**src/rtl/alu_decode_stage_if.sv**
```systemverilog
// Handshake and data bundle between register read, the decode stage and the ALU.
// The slave modport is the decode stage's view; master is the surrounding pipeline's view.
interface alu_decode_stage_if #(
  parameter int XLEN = 32
);
  logic            in_valid;
  logic            in_ready;
  logic [31:0]     in_instr;
  logic [XLEN-1:0] in_pc;
  logic [XLEN-1:0] in_rs1_data;
  logic [XLEN-1:0] in_rs2_data;
  logic            out_valid;
  logic            out_ready;
  logic [XLEN-1:0] out_alu_a;
  logic [XLEN-1:0] out_alu_b;
  logic [3:0]      out_alu_ctrl;
  logic            out_branch;
  logic            out_illegal;

  modport slave (
    input  in_valid, in_instr, in_pc, in_rs1_data, in_rs2_data, out_ready,
    output in_ready, out_valid, out_alu_a, out_alu_b, out_alu_ctrl, out_branch, out_illegal
  );

  modport master (
    output in_valid, in_instr, in_pc, in_rs1_data, in_rs2_data, out_ready,
    input  in_ready, out_valid, out_alu_a, out_alu_b, out_alu_ctrl, out_branch, out_illegal
  );
endinterface

```
**src/rtl/alu_decode_stage.sv**
```systemverilog
// RV32I decode stage producing ALU operands/control, registered behind a two-entry skid
// buffer so in_ready depends only on local state and reset, never on out_ready.
module alu_decode_stage #(
  parameter int XLEN = 32
) (
  input  logic               clk,
  input  logic               rst,
  alu_decode_stage_if.slave  bus
);

  localparam logic [3:0] CTRL_ADD  = 4'd0;
  localparam logic [3:0] CTRL_SUB  = 4'd1;
  localparam logic [3:0] CTRL_SLL  = 4'd2;
  localparam logic [3:0] CTRL_SLT  = 4'd3;
  localparam logic [3:0] CTRL_SLTU = 4'd4;
  localparam logic [3:0] CTRL_XOR  = 4'd5;
  localparam logic [3:0] CTRL_SRL  = 4'd6;
  localparam logic [3:0] CTRL_SRA  = 4'd7;
  localparam logic [3:0] CTRL_OR   = 4'd8;
  localparam logic [3:0] CTRL_AND  = 4'd9;
  localparam logic [3:0] CTRL_EQ   = 4'd10;
  localparam logic [3:0] CTRL_NEQ  = 4'd11;
  localparam logic [3:0] CTRL_GE   = 4'd12;
  localparam logic [3:0] CTRL_GEU  = 4'd13;

  localparam logic [6:0] OPC_OP     = 7'b0110011;
  localparam logic [6:0] OPC_OP_IMM = 7'b0010011;
  localparam logic [6:0] OPC_BRANCH = 7'b1100011;
  localparam logic [6:0] OPC_LOAD   = 7'b0000011;
  localparam logic [6:0] OPC_STORE  = 7'b0100011;
  localparam logic [6:0] OPC_LUI    = 7'b0110111;
  localparam logic [6:0] OPC_AUIPC  = 7'b0010111;
  localparam logic [6:0] OPC_JAL    = 7'b1101111;
  localparam logic [6:0] OPC_JALR   = 7'b1100111;

  localparam logic [6:0] F7_BASE = 7'b0000000;
  localparam logic [6:0] F7_ALT  = 7'b0100000;

  typedef struct packed {
    logic [XLEN-1:0] a;
    logic [XLEN-1:0] b;
    logic [3:0]      ctrl;
    logic            branch;
    logic            illegal;
  } beat_t;

  // funct3 -> ALU op for the base (funct7=0) register and immediate forms.
  function automatic logic [3:0] base_ctrl(input logic [2:0] f3);
    case (f3)
      3'b000:  return CTRL_ADD;
      3'b001:  return CTRL_SLL;
      3'b010:  return CTRL_SLT;
      3'b011:  return CTRL_SLTU;
      3'b100:  return CTRL_XOR;
      3'b101:  return CTRL_SRL;
      3'b110:  return CTRL_OR;
      default: return CTRL_AND;
    endcase
  endfunction

  logic [31:0]     instr;
  logic [6:0]      opcode;
  logic [2:0]      funct3;
  logic [6:0]      funct7;
  logic [XLEN-1:0] imm_i;
  logic [XLEN-1:0] imm_s;
  logic [XLEN-1:0] imm_u;
  logic [XLEN-1:0] shamt;

  assign instr  = bus.in_instr;
  assign opcode = instr[6:0];
  assign funct3 = instr[14:12];
  assign funct7 = instr[31:25];
  assign imm_i  = {{(XLEN-12){instr[31]}}, instr[31:20]};
  assign imm_s  = {{(XLEN-12){instr[31]}}, instr[31:25], instr[11:7]};
  assign imm_u  = {instr[31:12], 12'b0};
  assign shamt  = XLEN'(instr[24:20]);

  beat_t decoded;
  logic  bad;

  always_comb begin
    decoded = '0;
    bad     = 1'b0;
    case (opcode)
      OPC_OP: begin
        decoded.a = bus.in_rs1_data;
        decoded.b = bus.in_rs2_data;
        if (funct7 == F7_BASE)
          decoded.ctrl = base_ctrl(funct3);
        else if (funct7 == F7_ALT && funct3 == 3'b000)
          decoded.ctrl = CTRL_SUB;
        else if (funct7 == F7_ALT && funct3 == 3'b101)
          decoded.ctrl = CTRL_SRA;
        else
          bad = 1'b1;
      end
      OPC_OP_IMM: begin
        decoded.a = bus.in_rs1_data;
        if (funct3 == 3'b001 || funct3 == 3'b101) begin
          decoded.b = shamt;
          if (funct7 == F7_BASE)
            decoded.ctrl = base_ctrl(funct3);
          else if (funct7 == F7_ALT && funct3 == 3'b101)
            decoded.ctrl = CTRL_SRA;
          else
            bad = 1'b1;
        end else begin
          decoded.b    = imm_i;
          decoded.ctrl = base_ctrl(funct3);
        end
      end
      OPC_BRANCH: begin
        decoded.a      = bus.in_rs1_data;
        decoded.b      = bus.in_rs2_data;
        decoded.branch = 1'b1;
        case (funct3)
          3'b000:  decoded.ctrl = CTRL_EQ;
          3'b001:  decoded.ctrl = CTRL_NEQ;
          3'b100:  decoded.ctrl = CTRL_SLT;
          3'b101:  decoded.ctrl = CTRL_GE;
          3'b110:  decoded.ctrl = CTRL_SLTU;
          3'b111:  decoded.ctrl = CTRL_GEU;
          default: bad = 1'b1;
        endcase
      end
      OPC_LOAD: begin
        decoded.a = bus.in_rs1_data;
        decoded.b = imm_i;
      end
      OPC_STORE: begin
        decoded.a = bus.in_rs1_data;
        decoded.b = imm_s;
      end
      OPC_LUI: begin
        decoded.b = imm_u;
      end
      OPC_AUIPC: begin
        decoded.a = bus.in_pc;
        decoded.b = imm_u;
      end
      OPC_JAL, OPC_JALR: begin
        decoded.a = bus.in_pc;
        decoded.b = XLEN'(4);
      end
      default: bad = 1'b1;
    endcase
    // Illegal beats still flow through, but with neutral operands so the ALU sees nothing stale.
    if (bad) begin
      decoded         = '0;
      decoded.illegal = 1'b1;
    end
  end

  beat_t main_reg;
  beat_t skid_reg;
  logic  main_valid_reg;
  logic  skid_valid_reg;
  logic  in_ready_int;
  logic  accept;
  logic  drain;

  assign in_ready_int = !skid_valid_reg && !rst;
  assign accept       = bus.in_valid && in_ready_int;
  assign drain        = main_valid_reg && bus.out_ready;

  always_ff @(posedge clk) begin
    if (rst) begin
      main_reg       <= '0;
      skid_reg       <= '0;
      main_valid_reg <= 1'b0;
      skid_valid_reg <= 1'b0;
    end else begin
      // A full skid blocks acceptance, so promoting it never races a new beat.
      if (drain && skid_valid_reg) begin
        main_reg       <= skid_reg;
        skid_valid_reg <= 1'b0;
      end else if (accept) begin
        if (!main_valid_reg || drain) begin
          main_reg       <= decoded;
          main_valid_reg <= 1'b1;
        end else begin
          skid_reg       <= decoded;
          skid_valid_reg <= 1'b1;
        end
      end else if (drain) begin
        main_valid_reg <= 1'b0;
      end
    end
  end

  assign bus.in_ready     = in_ready_int;
  assign bus.out_valid    = main_valid_reg;
  assign bus.out_alu_a    = main_reg.a;
  assign bus.out_alu_b    = main_reg.b;
  assign bus.out_alu_ctrl = main_reg.ctrl;
  assign bus.out_branch   = main_reg.branch;
  assign bus.out_illegal  = main_reg.illegal;

endmodule

```
**src/flat_wrapper.sv**
```systemverilog
// flat-port wrapper written by rule: the top's interface ports become plain ports
module alu_decode_stage_flat 
#(
  parameter int XLEN = 32
)
  (clk, rst, bus_in_valid, bus_in_instr, bus_in_pc, bus_in_rs1_data, bus_in_rs2_data, bus_out_ready, bus_in_ready, bus_out_valid, bus_out_alu_a, bus_out_alu_b, bus_out_alu_ctrl, bus_out_branch, bus_out_illegal);
  alu_decode_stage_if #(.XLEN(XLEN)) bus_i ();
  input  logic clk;
  input  logic rst;
  input wire logic [$bits(bus_i.in_valid)-1:0] bus_in_valid;
  input wire logic [$bits(bus_i.in_instr)-1:0] bus_in_instr;
  input wire logic [$bits(bus_i.in_pc)-1:0] bus_in_pc;
  input wire logic [$bits(bus_i.in_rs1_data)-1:0] bus_in_rs1_data;
  input wire logic [$bits(bus_i.in_rs2_data)-1:0] bus_in_rs2_data;
  input wire logic [$bits(bus_i.out_ready)-1:0] bus_out_ready;
  output wire logic [$bits(bus_i.in_ready)-1:0] bus_in_ready;
  output wire logic [$bits(bus_i.out_valid)-1:0] bus_out_valid;
  output wire logic [$bits(bus_i.out_alu_a)-1:0] bus_out_alu_a;
  output wire logic [$bits(bus_i.out_alu_b)-1:0] bus_out_alu_b;
  output wire logic [$bits(bus_i.out_alu_ctrl)-1:0] bus_out_alu_ctrl;
  output wire logic [$bits(bus_i.out_branch)-1:0] bus_out_branch;
  output wire logic [$bits(bus_i.out_illegal)-1:0] bus_out_illegal;
  assign bus_i.in_valid = bus_in_valid;
  assign bus_i.in_instr = bus_in_instr;
  assign bus_i.in_pc = bus_in_pc;
  assign bus_i.in_rs1_data = bus_in_rs1_data;
  assign bus_i.in_rs2_data = bus_in_rs2_data;
  assign bus_i.out_ready = bus_out_ready;
  assign bus_in_ready = bus_i.in_ready;
  assign bus_out_valid = bus_i.out_valid;
  assign bus_out_alu_a = bus_i.out_alu_a;
  assign bus_out_alu_b = bus_i.out_alu_b;
  assign bus_out_alu_ctrl = bus_i.out_alu_ctrl;
  assign bus_out_branch = bus_i.out_branch;
  assign bus_out_illegal = bus_i.out_illegal;
  alu_decode_stage #(.XLEN(XLEN)) u_core (.clk(clk), .rst(rst), .bus(bus_i));
endmodule
```
**config.mk**
```make
export PLATFORM = sky130hd
export DESIGN_NAME = alu_decode_stage_flat
export DESIGN_NICKNAME = d
export VERILOG_FILES = /design/src/rtl/alu_decode_stage_if.sv /design/src/rtl/alu_decode_stage.sv /design/src/flat_wrapper.sv
export SDC_FILE = /design/constraint.sdc
export NUM_CORES = 1
export LEC_CHECK = 0
export CORE_ASPECT_RATIO = 1.1
export CORE_MARGIN = 8
export CORE_UTILIZATION = 48
export CTS_CLUSTER_DIAMETER = 200
export CTS_CLUSTER_SIZE = 28
export DETAILED_ROUTE_END_ITERATION = 6
export HOLD_SLACK_MARGIN = 0.15
export PLACE_DENSITY = 0.85
export SLEW_MARGIN = 20
export SYNTH_ARGS = -nofsm -noshare
export SYNTH_HDL_FRONTEND = slang
export SYNTH_SLANG_ARGS = --single-unit
export TNS_END_PERCENT = 30
```
**constraint.sdc**
```tcl
create_clock -name clk -period 2.36 [get_ports clk]
set_clock_uncertainty 0.15 [all_clocks]
set_input_delay 0.236 -clock clk [delete_from_list [all_inputs] [get_ports clk]]
set_output_delay 0.236 -clock clk [all_outputs]
set_load 0.1 [all_outputs]
```
==> impl_metrics.json, run 1 <==
{
  "instances_no_fill": 1169,
  "tightest_slew_ns": 0.588,
  "start_util_pct": 49.2,
  "finish.instance_area_um2": 9740,
  "ys_ff_latch": 142,
  "yosysTopAreaCell": "dfxtp_1",
  "wl_mm": 23.2,
  "synth-edff-count": 0,
  "critPathRequiredTime_ns": 2.49,
  "peakVddDrop_v": 0.000375,
  "root_buffer": "clkbuf_16",
  "status": "complete, no violations",
  "grt_max_degree": 47,
  "cts-buffers-inserted": 17,
  "finalCriticalPeriod_ns": 2.19,
  "crit_end": "u_core.skid_reg[2]$_SDFFE_PP0P_",
  "critPathCaptureType": "flop",
  "cp_cell_sequence": "clkdlybuf4s50_1 -> or4_4 -> buf_4 -> nor3_1 -> a2111oi_0 -> a311oi_1 -> a211oi_2",
  "setup.worst_path.start_class": "primary input",
  "io_buffers": 203,
  "grt_pass1_wl_mm": 36.5,
  "cp.arrival_ns": 2.32,
  "min_path_type": "reg2reg",
  "htree_levels": 4,
  "dp.cells": 1141,
  "largest_reg_flops": 70,
  "r2r_slack_ns": 0.25,
  "cts_resized": 0,
  "drtAntennaViolNets": 0,
  "crit_type": "in2reg",
  "r2r_end": "u_core.bus.out_alu_a[19]$_SDFFE_PP0P_",
  "ys_top_cells_by_area": "dfxtp_1, a22oi_1, o31ai_1, a22o_1, clkbuf_1",
  "synthTopCellsByCount": "dfxtp_1, a22oi_1, clkbuf_1",
  "fmax_mhz": 457,
  "grt_pass1_vias": 6936,
  "cts_tree": "yes",
  "insertion_delay_ns": 0.42,
  "final_nets": 1104,
  "timing_hold_violations_final": 0,
  "p_per_area_nw_per_um2": 600,
  "r2r-start": "u_core.skid_valid_reg$_SDFFE_PP0P_",
  "synth_ff_type": "dfxtp_1",
  "clock-sinks": 142,
  "worstSetupStartpoint": "bus_in_instr[25]",
  "path_max_fanout": 2,
  "syn_area_um2": 6790,
  "diodes": 0,
  "syn_nets": 898,
  "area_growth_pct": 43.5,
  "viasPerCell": 6.11,
  "cp_slowest_cell": "or4_4",
  "drt_iter0_drc": 749,
  "floorplan.die_area_um2": 18200,
  "coreArea_um2": 13800,
  "post_cts_buffers": 0,
  "vias": 7139,
  "n_fill_cell": 1049,
  "ys_types": 61,
  "drc": 0,
  "io_pins": 204,
  "synth_top_area_share_pct": 41.9,
  "synth_most_common_cell": "dfxtp_1",
  "grt_setup_unrepaired": "false",
  "syn_area_per_cell_um2": 8.86,
  "p_leak_nw": 3.74,
  "placed_area_um2": 9230,
  "grt_overflow": 0,
  "clockBufferDepth": 2,
  "finalCritPeriodShare_pct": 92.7,
  "slew_headroom_pct": 60.7,
  "place_hpwl_mm": 16.6,
  "syn_inst": 766,
  "max_stage_delay_ns": 0.56,
  "antenna_found_initial": 0,
  "grt_util_all_layers_pct": 25.1,
  "rr_worst_depth": 6,
  "place.gp.congestion": 0.982,
  "routedWlPerCell_um": 19.9,
  "die_w_um": 129,
  "ys_warn_count": 0,
  "fp.dieH_um": 141,
  "setup_viol": 0,
  "seq_area_frac_synth_pct": 41.9,
  "clk_pin_slew_ns": 0.06,
  "layout-drive-gt1-share_pct": 20.3,
  "drv_slew": 0,
  "firstDrtPassIters": 5,
  "num_rows": 45,
  "p_total_mw": 5.84,
  "drv_cap": 0,
  "hold_buffers": 0,
  "synth_async_sr_flop_share_pct": 0
}
worst max-delay path: cells and delay by family:
| kind | cells | cell delay (ns) |
|---|---|---|
| AO/OA/AOI/OAI | 3 | 0.75 |
| AND/OR/NAND/NOR | 2 | 0.75 |
| buffers and inverters | 2 | 0.59 |
layer usage:
metal	up-vias	share of wire [%]	global-route usage [%]
li1	3391	-	-
met1	3373	41	30.5
met2	319	48	39.9
met3	56	7.3	6.60
met4	0	3.6	12.5
met5	-	0	0
layout by cell type, fill, tap and decap left out, drive strengths merged, types with 22 or more instances in the layout:
| cell type | count |
|---|---|
| a21oi | 32 |
| buf | 147 |
| dfxtp | 142 |
| o21ai | 72 |
| nand2 | 61 |
| a22o | 34 |
| a22oi | 64 |
| o31ai | 58 |
| clkdlybuf4s50 | 131 |
| o22ai | 28 |
| a32o | 22 |
cells by family (layout without fill, tap and decap cells):
group	after synthesis	count (layout)	synth area share [%]
multiplexers	1	1	0.148
flip-flops	142	142	41.9
AO/OA/AOI/OAI	390	390	41.2
XOR/XNOR	4	4	0.516
buffers and inverters	96	311	6.32
AND/OR/NAND/NOR	133	133	9.88
where the power goes:
part           internal [mW]  total, mW  switching (mW)
Sequential              2.44       2.47          0.0341
Combinational          0.416       1.02           0.602
Clock                   1.39       2.35           0.963
per-stage QoR:
stage                     util, %  worst slack (ns)  hold WS [ns]  setup TNS [ns]
after floorplan                 -             0.110         0.268               0
after global placement       66.9            -0.132         0.283           -4.74
after detailed placement     66.9            -0.148         0.290          -12.75
after CTS                    70.6             0.217         0.298               0
after global routing         70.6            0.0951         0.313               0
final                        70.6             0.171         0.297               0
final cells by class:
cell class	instances	area, um^2	area share (%)
clock inverters	7	42.5	0.437
flip-flops and latches	142	2840	29.2
multi-input cells	528	3560	36.6
clock buffers	21	470	4.83
inverters	5	18.8	0.193
well taps	188	235	2.42
repair buffers	278	2560	26.3
worst min-delay path by stage:
stage                                startpoint                                 to  depth (start not counted)
6_report       u_core.skid_reg[23]$_SDFFE_PP0P_   u_core.skid_reg[23]$_SDFFE_PP0P_                          2
5_1_grt        u_core.skid_reg[23]$_SDFFE_PP0P_   u_core.skid_reg[23]$_SDFFE_PP0P_                          2
4_1_cts        u_core.skid_reg[23]$_SDFFE_PP0P_   u_core.skid_reg[23]$_SDFFE_PP0P_                          2
3_5_place_dp   u_core.skid_reg[26]$_SDFFE_PP0P_   u_core.skid_reg[26]$_SDFFE_PP0P_                          2
3_3_place_gp   u_core.skid_reg[36]$_SDFFE_PP0P_   u_core.skid_reg[36]$_SDFFE_PP0P_                          2
2_1_floorplan                      bus_in_valid  u_core.bus.out_valid$_SDFFE_PP0P_                          2
Note: power is estimated with default switching activity, not from simulation.
==> run 2: changes to the inputs <==
--- a/config.mk
+++ b/config.mk
@@ -13,6 +13,7 @@
 export DETAILED_ROUTE_END_ITERATION = 6
 export HOLD_SLACK_MARGIN = 0.15
 export PLACE_DENSITY = 0.85
+export SETUP_SLACK_MARGIN = 0.05
 export SLEW_MARGIN = 20
 export SYNTH_ARGS = -nofsm -noshare
 export SYNTH_HDL_FRONTEND = slang
==> results of run 2 <==
Final layout, timing and power as in run 1 (identical DEF).
==> run 3: changes to the inputs <==
--- a/config.mk
+++ b/config.mk
@@ -5,6 +5,7 @@
 export SDC_FILE = /design/constraint.sdc
 export NUM_CORES = 1
 export LEC_CHECK = 0
+export ABC_AREA = 1
 export CORE_ASPECT_RATIO = 1.1
 export CORE_MARGIN = 8
 export CORE_UTILIZATION = 48
==> constraint.sdc (replaced) <==
create_clock -name clk -period 2.3 [get_ports clk]
set_clock_uncertainty 0.15 [all_clocks]
set_input_delay 0.23 -clock clk [delete_from_list [all_inputs] [get_ports clk]]
set_output_delay 0.23 -clock clk [all_outputs]
set_load 0.1 [all_outputs]
==> run 3 against run 2 <==
Total power is 18% higher. Critical path depth is 5 higher. Register-to-register slack better by 0.31 ns. Synthesized cell count is 34% higher. Die area is 2.0% higher. Global-route usage is 0.40 points lower. Hold slack better by 0.017 ns. Largest power group is now clock.
==> impl_metrics.json, run 3 <==
{
  "syn_area_um2": 6940,
  "drv_cap": 0,
  "yosysTopAreaCell": "dfxtp_1",
  "finalCriticalPeriod_ns": 2.03,
  "min_path_type": "reg2reg",
  "drtAntennaViolNets": 0,
  "grt_pass1_wl_mm": 37.1,
  "r2r-start": "u_core.skid_valid_reg$_SDFFE_PP0P_",
  "crit_type": "in2reg",
  "diodes": 0,
  "worstSetupStartpoint": "bus_in_instr[5]",
  "post_cts_buffers": 0,
  "area_growth_pct": 44.8,
  "viasPerCell": 5.55,
  "min_from": "u_core.bus.out_alu_ctrl[2]$_SDFFE_PP0P_",
  "slew_headroom_pct": 71.2,
  "synth_async_sr_flop_share_pct": 0,
  "post-route-util_pct": 70.4,
  "placed_area_um2": 9420,
  "seq_area_frac_synth_pct": 41.0,
  "ys_top_cells_by_area": "dfxtp_1, a21oi_1, o21ai_0, nand2_1, nand3_1",
  "drt_iter0_drc": 803,
  "synth-edff-count": 0,
  "synth_ff_type": "dfxtp_1",
  "synth_top_area_share_pct": 41.0,
  "ys_types": 23,
  "syn_inst": 1026,
  "coreArea_um2": 14300,
  "critPathCaptureType": "flop",
  "cts_resized": 0,
  "setup.worst_path.start_class": "primary input",
  "insertion_delay_ns": 0.41,
  "p_leak_nw": 4.25,
  "place.gp.congestion": 0.905,
  "cp.arrival_ns": 2.20,
  "most-common-layout-cells": "a21oi_1, nand2_1, o21ai_0, dfxtp_1, clkdlybuf4s50_1",
  "rr_worst_depth": 6,
  "hold_buffers": 0,
  "firstDrtPassIters": 5,
  "grt_overflow": 0,
  "io_buffers": 203,
  "synthTopCellsByCount": "a21oi_1, nand2_1, o21ai_0",
  "fp.dieH_um": 142,
  "holdPathStages": 2,
  "layout-drive-gt1-share_pct": 15.4,
  "cts-buffers-inserted": 17,
  "wl_mm": 23.4,
  "cts_tree": "yes",
  "path_max_fanout": 30,
  "peakVddDrop_v": 0.000508,
  "clk_pin_slew_ns": 0.06,
  "io_pins": 204,
  "largest_reg_flops": 70,
  "root_buffer": "clkbuf_16",
  "clockBufferDepth": 2,
  "grt_max_degree": 79,
  "place_hpwl_mm": 16.2,
  "critPathRequiredTime_ns": 2.47,
  "routedWlPerCell_um": 16.3,
  "finish.instance_area_um2": 10000,
  "grt_util_all_layers_pct": 24.7,
  "timing_hold_violations_final": 0,
  "fmax_mhz": 492,
  "drv_slew": 0,
  "grt_setup_unrepaired": "false",
  "tightest_slew_ns": 0.430,
  "die_w_um": 131,
  "final_nets": 1361,
  "synth_most_common_cell": "a21oi_1",
  "syn_nets": 1158,
  "finalCritPeriodShare_pct": 88.3,
  "r2r_slack_ns": 0.56,
  "syn_area_per_cell_um2": 6.76,
  "clock-sinks": 142,
  "floorplan.die_area_um2": 18600,
  "drc": 0,
  "final_common_cell": "a21oi_1",
  "ys_ff_latch": 142,
  "htree_levels": 4,
  "num_rows": 46,
  "start_util_pct": 48.6,
  "tns_ns": 0,
  "status": "complete, no violations",
  "vias": 7961,
  "antenna_found_initial": 0,
  "p_per_area_nw_per_um2": 687,
  "setup_viol": 0,
  "grt_pass1_vias": 7507,
  "ys_warn_count": 0
}
[run 3: cell types whose count changed after synthesis, moves of 33 or more]
cell and delta:
o31ai_1 -58, a22oi_1 -50, a22o_1 -33, a21oi_1 +176, inv_1 +53, o21ai_0 +118, nand2_1 +134, nand3_1 +92
[run 3: logic make-up after synthesis]
group,share of synthesized area (%)
compound gates,29.6
flops,41.0
simple gates,20.5
buf+inv,8.88
[run 3: worst max-delay path: stages]
cell	delay, ns
clkdlybuf4s50_1	0.56
nand2_1	0.10
nor2_1	0.14
nand2_1	0.09
nand3_1	0.13
nor2_1	0.10
nor2_4	0.13
nand2_2	0.08
inv_4	0.14
buf_12	0.19
nand3_1	0.09
a21oi_1	0.20
[run 3: worst paths after layout]
kind | endpoint
min | u_core.bus.out_alu_ctrl[2]$_SDFFE_PP0P_
max reg2reg | u_core.skid_reg[38]$_SDFFE_PP0P_
min reg2reg | u_core.bus.out_alu_ctrl[2]$_SDFFE_PP0P_
max | u_core.bus.out_alu_b[12]$_SDFFE_PP0P_
[run 3: metrics by stage]
stage                     std cells  hold slack [ns]  total power, mW  setup slack [ns]
after floorplan                1026            0.274             3.49             0.179
after global routing           1434            0.329             7.12             0.105
final                          1434            0.314             6.90             0.268
after global placement         1402            0.303             4.01           -0.0437
after CTS                      1434            0.316             6.94             0.309
after detailed placement       1402            0.307             4.02           -0.0772
[run 3: where the power goes]
group / switching [mW] / internal (mW) / total [mW]
clock network: 1.08 / 1.85 / 2.93
logic: 0.912 / 0.452 / 1.36
registers: 0.0509 / 2.56 / 2.61
[run 3: area by class of cell]
cell class | instances | area (um^2)
Fill cell | 1208 | 4230
Timing Repair Buffer | 270 | 2590
Multi-Input combinational cell | 735 | 3500
Clock buffer | 19 | 443
Sequential cell | 142 | 2840
Tap cell | 192 | 240
Inverter | 63 | 239
Clock inverter | 13 | 186
[run 3: per-layer routing]
metal,global-route usage (%),wire (um)
met1,29.6,9640
met2,40.8,11100
met3,7.31,2100
met4,8.65,546
met5,0,0
